===== src/rtl/rv32i_opcodes_pkg.sv =====
// Shared RV32I decode/writeback types.
//   regfile_load_t : select for the register-file write-data mux
//   wb_entry_t     : one buffered execute result awaiting the write port
package rv32i_opcodes;

    localparam int XLEN = 32;

    typedef enum logic [1:0] {
        FROM_ALU       = 2'd0,
        FROM_MEM       = 2'd1,
        FROM_PC_PLUS_4 = 2'd2
    } regfile_load_t;

    typedef struct packed {
        logic [4:0]      rd;
        regfile_load_t   src;
        logic [XLEN-1:0] data;
    } wb_entry_t;

endpackage


===== src/rtl/regfile_wb_arbiter_if.sv =====
// Bundle of producer-side inputs and register-file-side outputs of the
// writeback arbiter.
//   master : the execute stage / load unit / register file environment
//   slave  : the arbiter itself
// Execute side: exec_valid/exec_ready handshake, exec_rd, exec_src, alu_out, pc_d
// Load side   : ld_valid (no backpressure), ld_rd, mem_rd_data
// Write port  : wr_en, wr_addr, wr_sel, wr_alu, wr_mem, wr_pc
// Status      : pending (buffer occupancy 0..DEPTH)
interface regfile_wb_arbiter_if
    import rv32i_opcodes::*;
#(
    parameter int WIDTH = 32,
    parameter int DEPTH = 2
);
    logic                     exec_valid;
    logic                     exec_ready;
    logic [4:0]               exec_rd;
    regfile_load_t            exec_src;
    logic [WIDTH-1:0]         alu_out;
    logic [WIDTH-1:0]         pc_d;
    logic                     ld_valid;
    logic [4:0]               ld_rd;
    logic [WIDTH-1:0]         mem_rd_data;
    logic                     wr_en;
    logic [4:0]               wr_addr;
    regfile_load_t            wr_sel;
    logic [WIDTH-1:0]         wr_alu;
    logic [WIDTH-1:0]         wr_mem;
    logic [WIDTH-1:0]         wr_pc;
    logic [$clog2(DEPTH):0]   pending;

    modport master (
        output exec_valid, exec_rd, exec_src, alu_out, pc_d,
        output ld_valid, ld_rd, mem_rd_data,
        input  exec_ready, wr_en, wr_addr, wr_sel, wr_alu, wr_mem, wr_pc, pending
    );

    modport slave (
        input  exec_valid, exec_rd, exec_src, alu_out, pc_d,
        input  ld_valid, ld_rd, mem_rd_data,
        output exec_ready, wr_en, wr_addr, wr_sel, wr_alu, wr_mem, wr_pc, pending
    );
endinterface


===== src/rtl/regfile_wb_pending_fifo.sv =====
// In-order holding buffer for execute results that lost the write port.
// Ports: clk, rst (sync, active-high), push/wdata, pop/rdata (head entry,
// valid whenever !empty), count (0..DEPTH), full, empty.
// DEPTH must be a power of two so the pointers wrap naturally.
module wb_pending_fifo
    import rv32i_opcodes::*;
#(
    parameter int DEPTH = 2
) (
    input  logic                   clk,
    input  logic                   rst,
    input  logic                   push,
    input  wb_entry_t              wdata,
    input  logic                   pop,
    output wb_entry_t              rdata,
    output logic [$clog2(DEPTH):0] count,
    output logic                   full,
    output logic                   empty
);
    localparam int PW = $clog2(DEPTH);

    wb_entry_t        mem_q [DEPTH];
    logic [PW-1:0]    wrPtr_q;
    logic [PW-1:0]    rdPtr_q;
    logic [PW:0]      count_q;

    // Storage carries no reset; only the pointers and count define validity.
    always_ff @(posedge clk) begin
        if (push) begin
            mem_q[wrPtr_q] <= wdata;
        end
    end

    // Pointer and occupancy bookkeeping; simultaneous push and pop leaves
    // the count unchanged.
    always_ff @(posedge clk) begin
        if (rst) begin
            wrPtr_q <= '0;
            rdPtr_q <= '0;
            count_q <= '0;
        end else begin
            if (push) begin
                wrPtr_q <= wrPtr_q + PW'(1);
            end
            if (pop) begin
                rdPtr_q <= rdPtr_q + PW'(1);
            end
            case ({push, pop})
                2'b10:   count_q <= count_q + (PW+1)'(1);
                2'b01:   count_q <= count_q - (PW+1)'(1);
                default: count_q <= count_q;
            endcase
        end
    end

    assign rdata = mem_q[rdPtr_q];
    assign count = count_q;
    assign full  = (count_q == (PW+1)'(DEPTH));
    assign empty = (count_q == '0);

endmodule


===== src/rtl/regfile_wb_arbiter.sv =====
// Register-file write-port arbiter between the load unit and the execute
// stage. Loads always win; losing execute results wait in an in-order
// pending buffer. One registered write per cycle.
// Ports: clk, rst (sync, active-high), bus (regfile_wb_arbiter_if.slave),
// carrying the execute handshake, load return, write port and occupancy.
module regfile_wb_arbiter
    import rv32i_opcodes::*;
#(
    parameter int WIDTH = 32,
    parameter int DEPTH = 2
) (
    input  logic                 clk,
    input  logic                 rst,
    regfile_wb_arbiter_if.slave  bus
);
    logic [$clog2(DEPTH):0] fifoCount;
    logic                   fifoFull;
    logic                   fifoEmpty;
    wb_entry_t              headEntry;
    wb_entry_t              enqEntry;
    logic                   push;
    logic                   pop;

    logic                   execReady;
    logic                   execAccept;
    logic                   execLive;
    logic                   ldLive;
    logic                   issueHead;
    logic                   issueExec;
    regfile_load_t          execSrc;
    logic [WIDTH-1:0]       execWord;

    logic                   wrEn_q,   wrEn_d;
    logic [4:0]             wrAddr_q, wrAddr_d;
    regfile_load_t          wrSel_q,  wrSel_d;
    logic [WIDTH-1:0]       wrAlu_q,  wrAlu_d;
    logic [WIDTH-1:0]       wrMem_q,  wrMem_d;
    logic [WIDTH-1:0]       wrPc_q,   wrPc_d;

    wb_pending_fifo #(.DEPTH(DEPTH)) u_fifo (
        .clk   (clk),
        .rst   (rst),
        .push  (push),
        .wdata (enqEntry),
        .pop   (pop),
        .rdata (headEntry),
        .count (fifoCount),
        .full  (fifoFull),
        .empty (fifoEmpty)
    );

    // Issue selection: load > buffer head > direct bypass of a fresh execute
    // result. rd==0 results are accepted but never written. An illegal
    // FROM_MEM execute source degrades to FROM_ALU.
    always_comb begin
        execReady  = !fifoFull;
        execAccept = bus.exec_valid && execReady;
        execLive   = execAccept && (bus.exec_rd != 5'd0);
        ldLive     = bus.ld_valid && (bus.ld_rd != 5'd0);
        execSrc    = (bus.exec_src == FROM_PC_PLUS_4) ? FROM_PC_PLUS_4 : FROM_ALU;
        execWord   = (execSrc == FROM_PC_PLUS_4) ? bus.pc_d : bus.alu_out;
        issueHead  = !ldLive && !fifoEmpty;
        issueExec  = !ldLive && fifoEmpty && execLive;
        push       = execLive && !issueExec;
        pop        = issueHead;
        enqEntry   = '{rd: bus.exec_rd, src: execSrc, data: XLEN'(execWord)};

        wrEn_d   = ldLive || issueHead || issueExec;
        wrAddr_d = wrAddr_q;
        wrSel_d  = wrSel_q;
        wrAlu_d  = wrAlu_q;
        wrMem_d  = wrMem_q;
        wrPc_d   = wrPc_q;
        if (ldLive) begin
            wrAddr_d = bus.ld_rd;
            wrSel_d  = FROM_MEM;
            wrMem_d  = bus.mem_rd_data;
        end else if (issueHead) begin
            wrAddr_d = headEntry.rd;
            wrSel_d  = headEntry.src;
            if (headEntry.src == FROM_PC_PLUS_4) begin
                wrPc_d = WIDTH'(headEntry.data);
            end else begin
                wrAlu_d = WIDTH'(headEntry.data);
            end
        end else if (issueExec) begin
            wrAddr_d = bus.exec_rd;
            wrSel_d  = execSrc;
            if (execSrc == FROM_PC_PLUS_4) begin
                wrPc_d = execWord;
            end else begin
                wrAlu_d = execWord;
            end
        end
    end

    // Write-port output registers.
    always_ff @(posedge clk) begin
        if (rst) begin
            wrEn_q   <= 1'b0;
            wrAddr_q <= 5'd0;
            wrSel_q  <= FROM_ALU;
            wrAlu_q  <= '0;
            wrMem_q  <= '0;
            wrPc_q   <= '0;
        end else begin
            wrEn_q   <= wrEn_d;
            wrAddr_q <= wrAddr_d;
            wrSel_q  <= wrSel_d;
            wrAlu_q  <= wrAlu_d;
            wrMem_q  <= wrMem_d;
            wrPc_q   <= wrPc_d;
        end
    end

    // The execute stage must never claim a memory source.
    always_ff @(posedge clk) begin
        if (!rst && execAccept) begin
            assert (bus.exec_src != FROM_MEM);
        end
    end

    assign bus.exec_ready = execReady;
    assign bus.pending    = fifoCount;
    assign bus.wr_en      = wrEn_q;
    assign bus.wr_addr    = wrAddr_q;
    assign bus.wr_sel     = wrSel_q;
    assign bus.wr_alu     = wrAlu_q;
    assign bus.wr_mem     = wrMem_q;
    assign bus.wr_pc      = wrPc_q;

endmodule


===== src/flat_wrapper.sv =====
// flat-port wrapper written by rule: the top's interface ports become plain ports
module regfile_wb_arbiter_flat import rv32i_opcodes::*;
#(
    parameter int WIDTH = 32,
    parameter int DEPTH = 2
)
  (clk, rst, bus_exec_valid, bus_exec_rd, bus_exec_src, bus_alu_out, bus_pc_d, bus_ld_valid, bus_ld_rd, bus_mem_rd_data, bus_exec_ready, bus_wr_en, bus_wr_addr, bus_wr_sel, bus_wr_alu, bus_wr_mem, bus_wr_pc, bus_pending);
  regfile_wb_arbiter_if #(.WIDTH(WIDTH), .DEPTH(DEPTH)) bus_i ();
  input  logic clk;
  input  logic rst;
  input wire logic [$bits(bus_i.exec_valid)-1:0] bus_exec_valid;
  input wire logic [$bits(bus_i.exec_rd)-1:0] bus_exec_rd;
  input wire logic [$bits(bus_i.exec_src)-1:0] bus_exec_src;
  input wire logic [$bits(bus_i.alu_out)-1:0] bus_alu_out;
  input wire logic [$bits(bus_i.pc_d)-1:0] bus_pc_d;
  input wire logic [$bits(bus_i.ld_valid)-1:0] bus_ld_valid;
  input wire logic [$bits(bus_i.ld_rd)-1:0] bus_ld_rd;
  input wire logic [$bits(bus_i.mem_rd_data)-1:0] bus_mem_rd_data;
  output wire logic [$bits(bus_i.exec_ready)-1:0] bus_exec_ready;
  output wire logic [$bits(bus_i.wr_en)-1:0] bus_wr_en;
  output wire logic [$bits(bus_i.wr_addr)-1:0] bus_wr_addr;
  output wire logic [$bits(bus_i.wr_sel)-1:0] bus_wr_sel;
  output wire logic [$bits(bus_i.wr_alu)-1:0] bus_wr_alu;
  output wire logic [$bits(bus_i.wr_mem)-1:0] bus_wr_mem;
  output wire logic [$bits(bus_i.wr_pc)-1:0] bus_wr_pc;
  output wire logic [$bits(bus_i.pending)-1:0] bus_pending;
  assign bus_i.exec_valid = bus_exec_valid;
  assign bus_i.exec_rd = bus_exec_rd;
  assign bus_i.exec_src = bus_exec_src;
  assign bus_i.alu_out = bus_alu_out;
  assign bus_i.pc_d = bus_pc_d;
  assign bus_i.ld_valid = bus_ld_valid;
  assign bus_i.ld_rd = bus_ld_rd;
  assign bus_i.mem_rd_data = bus_mem_rd_data;
  assign bus_exec_ready = bus_i.exec_ready;
  assign bus_wr_en = bus_i.wr_en;
  assign bus_wr_addr = bus_i.wr_addr;
  assign bus_wr_sel = bus_i.wr_sel;
  assign bus_wr_alu = bus_i.wr_alu;
  assign bus_wr_mem = bus_i.wr_mem;
  assign bus_wr_pc = bus_i.wr_pc;
  assign bus_pending = bus_i.pending;
  regfile_wb_arbiter #(.WIDTH(WIDTH), .DEPTH(DEPTH)) u_core (.clk(clk), .rst(rst), .bus(bus_i));
endmodule

===== config.mk =====
export PLATFORM = sky130hd
export DESIGN_NAME = regfile_wb_arbiter_flat
export DESIGN_NICKNAME = d
export VERILOG_FILES = /design/src/rtl/rv32i_opcodes_pkg.sv /design/src/rtl/regfile_wb_arbiter_if.sv /design/src/rtl/regfile_wb_pending_fifo.sv /design/src/rtl/regfile_wb_arbiter.sv /design/src/flat_wrapper.sv
export SDC_FILE = /design/constraint.sdc
export NUM_CORES = 1
export LEC_CHECK = 0
export CELL_PAD_IN_SITES_DETAIL_PLACEMENT = 0
export CELL_PAD_IN_SITES_GLOBAL_PLACEMENT = 1
export CORE_MARGIN = 1
export CORE_UTILIZATION = 41
export CTS_BUF_LIST = sky130_fd_sc_hd__clkbuf_2 sky130_fd_sc_hd__clkbuf_4 sky130_fd_sc_hd__clkbuf_8
export CTS_CLUSTER_SIZE = 28
export DETAILED_ROUTE_END_ITERATION = 12
export PLACE_DENSITY = 0.95
export SYNTH_ARGS = -nofsm -noshare
export SYNTH_HDL_FRONTEND = slang
export SYNTH_SLANG_ARGS = --single-unit
export TNS_END_PERCENT = 5

===== constraint.sdc =====
create_clock -name clk -period 6.8 [get_ports clk]
set_clock_uncertainty 0.15 [all_clocks]
set_input_delay 2.04 -clock clk [delete_from_list [all_inputs] [get_ports clk]]
set_output_delay 2.04 -clock clk [all_outputs]
set_load 0.005 [all_outputs]

==> flow_metrics.tcl <==
set metrics [dict create \
    run_status "finished clean" \
    cts_setup_buffers 0 \
    synthTopCellsByCount "nand2_1, dfxtp_1, mux2i_1" \
    finalWirelength_mm 17.33 \
    cts_root_buf "clkbuf_8" \
    antenna_found_initial 0 \
    grt_pass1_wl_mm 27.20 \
    postLayoutCoreUtil 0.5689 \
    drt-initial-drc-count 274 \
    area_growth_pct 35.85 \
    proportion_of_synthesized_chip_area_in_sequential_cells 0.5914 \
    synth_warn 0 \
    layout_worst_path_cycle_share 0.6503 \
    place_ws_ps 1928 \
    post-route-min-period_ps 4422 \
    design.portCount 219 \
    vias_per_cell 4.997 \
    post_cts_resize_count 0 \
    synthCells 661 \
    clock_latency_ps 460 \
    max_freq_mhz 226.1 \
    grt.total_usage 0.1897 \
    placeableCoreArea_um2 18020 \
    tritoncts "yes" \
    cp.required_ps 7040 \
    final-hold-violation-count 0 \
    power_switching_uw 948.5 \
    initial_standard_cell_utilization_of_the_core 0.4188 \
    final_layout_size_suffix_gt1_frac 0.09748 \
    share_clk_of_total_power 0.241 \
    detail_route.wl_per_cell_um 15.74 \
    drt_pass1_iterations 4 \
    whs_ps 307.0 \
    cts.reportedPaths.clkPinSlew_ps 90 \
    die_area_um2 18960 \
    seq_power_share 0.460 \
    mean_syn_cell_area_um2 11.42 \
    die_height_um 137.7 \
    slew-limit-headroom 0.2217 \
    pin_count_of_the_biggest_net_entering_global_routing 76 \
    power_leakage_nw 3.820 \
    post-synth-top-count-cell "nand2_1" \
    post_synth_instance_area_um2 7548 \
    io_buffers 218 \
    ctsHtreeMaxLevel 4 \
    ys_async_sr_fraction 0 \
    synth_cell_type_count 40 \
    route.vias.total 5502 \
    ys_ff_latch 185 \
    setup-violations-final 0 \
    n_antenna_cell 0 \
    grt_pass1_vias 5333 \
    sw_frac_of_total 0.3093 \
    tightestPinTransition_ps 1165 \
    cp-start-kind "input port" \
    end_kind "flop" \
    holdBufCountCts 0 \
    maxSlewViolCount 0 \
    design_area_um2 10250 \
    setup_tns_ps 0 \
    fillerInstances 1568 \
    rsz0062_at_grt "false" \
    cts.path.max_buffers 2 \
    dpl-instance-area_um2 9851 \
    synth_top_area_cell "edfxtp_1" \
    worstPathMaxFanout 6 \
    worst_ir_drop_vdd_mv 0.1775 \
    final_antenna_net_count 0 \
    most_frequently_used_flop_master_after_synthesis "dfxtp_1" \
    area_contributors_post_synth "edfxtp_1, dfxtp_1, mux2i_1, nand2_1, mux2_2" \
    chipWidth_um 137.7 \
    max_cap_viol_count 0 \
    critPathArrivalTime_ps 4660 \
    p_int_mw 2.119 \
    drc_violations 0 \
    detailed_place_hpwl_mm 11.74 \
    final.setup.worst_slack_ps 2378 \
    mappedNetlistNets 774 \
    power_density_nw_per_um2 299.1 \
    num_rows 49 \
    cts_inserted_buffers 17 \
    cts_sinks 185 \
    gp_routability_congestion 0.7447 \
    fraction_of_post_synthesis_cell_area_in_the_top_cell_type_by_area 0.3023 \
    synth-edff-count 76 \
    path_class "input port to flop" \
    overflow_left_after_global_routing 0 \
    hold_class "flop to flop" \
    power_frac_comb 0.299 \
    nNetsFinal 972 \
]
## state kept, by name, indices dropped and copies added, names as in the netlist, 2 cells and up, named ones only
signal / count
u_core.bus.wr_addr: 5
u_core.bus.wr_alu: 32
u_core.bus.wr_mem: 32
u_core.bus.wr_pc: 32
u_core.bus.wr_sel: 2
u_core.u_fifo.count: 2
u_core.u_fifo.mem_q: 76
## worst paths after layout
path / startpoint / endpoint / slack [ps] / depth (start not counted)
worst min-delay path: u_core.bus.wr_mem[18]$_SDFFE_PP0P_ / u_core.bus.wr_mem[18]$_SDFFE_PP0P_ / 310 / 2
worst min register to register: u_core.bus.wr_mem[18]$_SDFFE_PP0P_ / u_core.bus.wr_mem[18]$_SDFFE_PP0P_ / 310 / 2
worst max-delay path: bus_exec_rd[2] / u_core.u_fifo.count[1]$_SDFFE_PP0P_ / 2380 / 7
worst max register to register: u_core.u_fifo.count[0]$_SDFFE_PP0P_ / u_core.u_fifo.mem_q[1][12]$_DFFE_PP_ / 4120 / 4
## kinds of logic after synthesis
family,after synthesis,share of synthesized area
adder cells (fa/ha/maj),1,0.001657
AO/OA/AOI/OAI,92,0.08271
multiplexers,134,0.1830
XOR/XNOR,2,0.002321
flip-flops,185,0.5914
buffers and inverters,51,0.03332
AND/OR/NAND/NOR,196,0.1056
## worst max-delay path, cell delays in order
cell	delay, ps
clkdlybuf4s50_1	460
or4_4	600
o21ai_0	520
or2_2	270
ha_1	260
or3_1	350
a21oi_1	150
## final cells by class
cell class / instances / area [um2] / area share
clock buffers: 18 / 247.7 / 0.02416
flip-flops and latches: 185 / 4466 / 0.4355
well taps: 229 / 286.5 / 0.02794
clock inverters: 14 / 156.4 / 0.01525
repair buffers: 226 / 2242 / 0.2186
multi-input cells: 425 / 2841 / 0.2771
inverters: 4 / 15.01 / 0.001464
## power groups by stage
| stage | sequential (mW) | clock, mW | combinational (mW) |
|---|---|---|---|
| floorplan | 1.43 | 0 | 0.521 |
| global placement | 1.43 | 0 | 0.914 |
| detailed placement | 1.44 | 0 | 0.931 |
| CTS | 1.41 | 0.757 | 0.934 |
| global route | 1.43 | 0.802 | 1.01 |
| finish | 1.41 | 0.738 | 0.917 |
## cells in the final DEF (no fill, tap or decap), types with 2 or more instances in the layout
cell type and instances:
nor2_1 3, dfxtp_1 108, nand2b_1 2, nand2_1 170, o211ai_1 37, mux2_2 32, edfxtp_1 76, clkdlybuf4s50_1 218
nor3_1 7, inv_2 2, inv_8 4, mux2i_1 102, or2_2 2, a311oi_1 4, a21oi_1 37, clkbuf_8 18
buf_4 8, o21ai_0 4, inv_6 5, or3_1 5
## layer usage
layer | vias up | GRT usage | part of all wire
met2 | 157 | 0.3247 | 0.49
li1 | 2747 | - | -
met5 | - | 0 | 0
met4 | 0 | 0.06227 | 0.0088
met1 | 2587 | 0.2284 | 0.43
met3 | 11 | 0.05298 | 0.070
## metrics by stage
| stage | cells | total power [mW] |
|---|---|---|
| floorplan | 661 | 1.956 |
| global placement | 1069 | 2.348 |
| detailed placement | 1069 | 2.370 |
| CTS | 1101 | 3.104 |
| global route | 1101 | 3.246 |
| finish | 1101 | 3.067 |
Note: power is estimated with default switching activity, not from simulation.
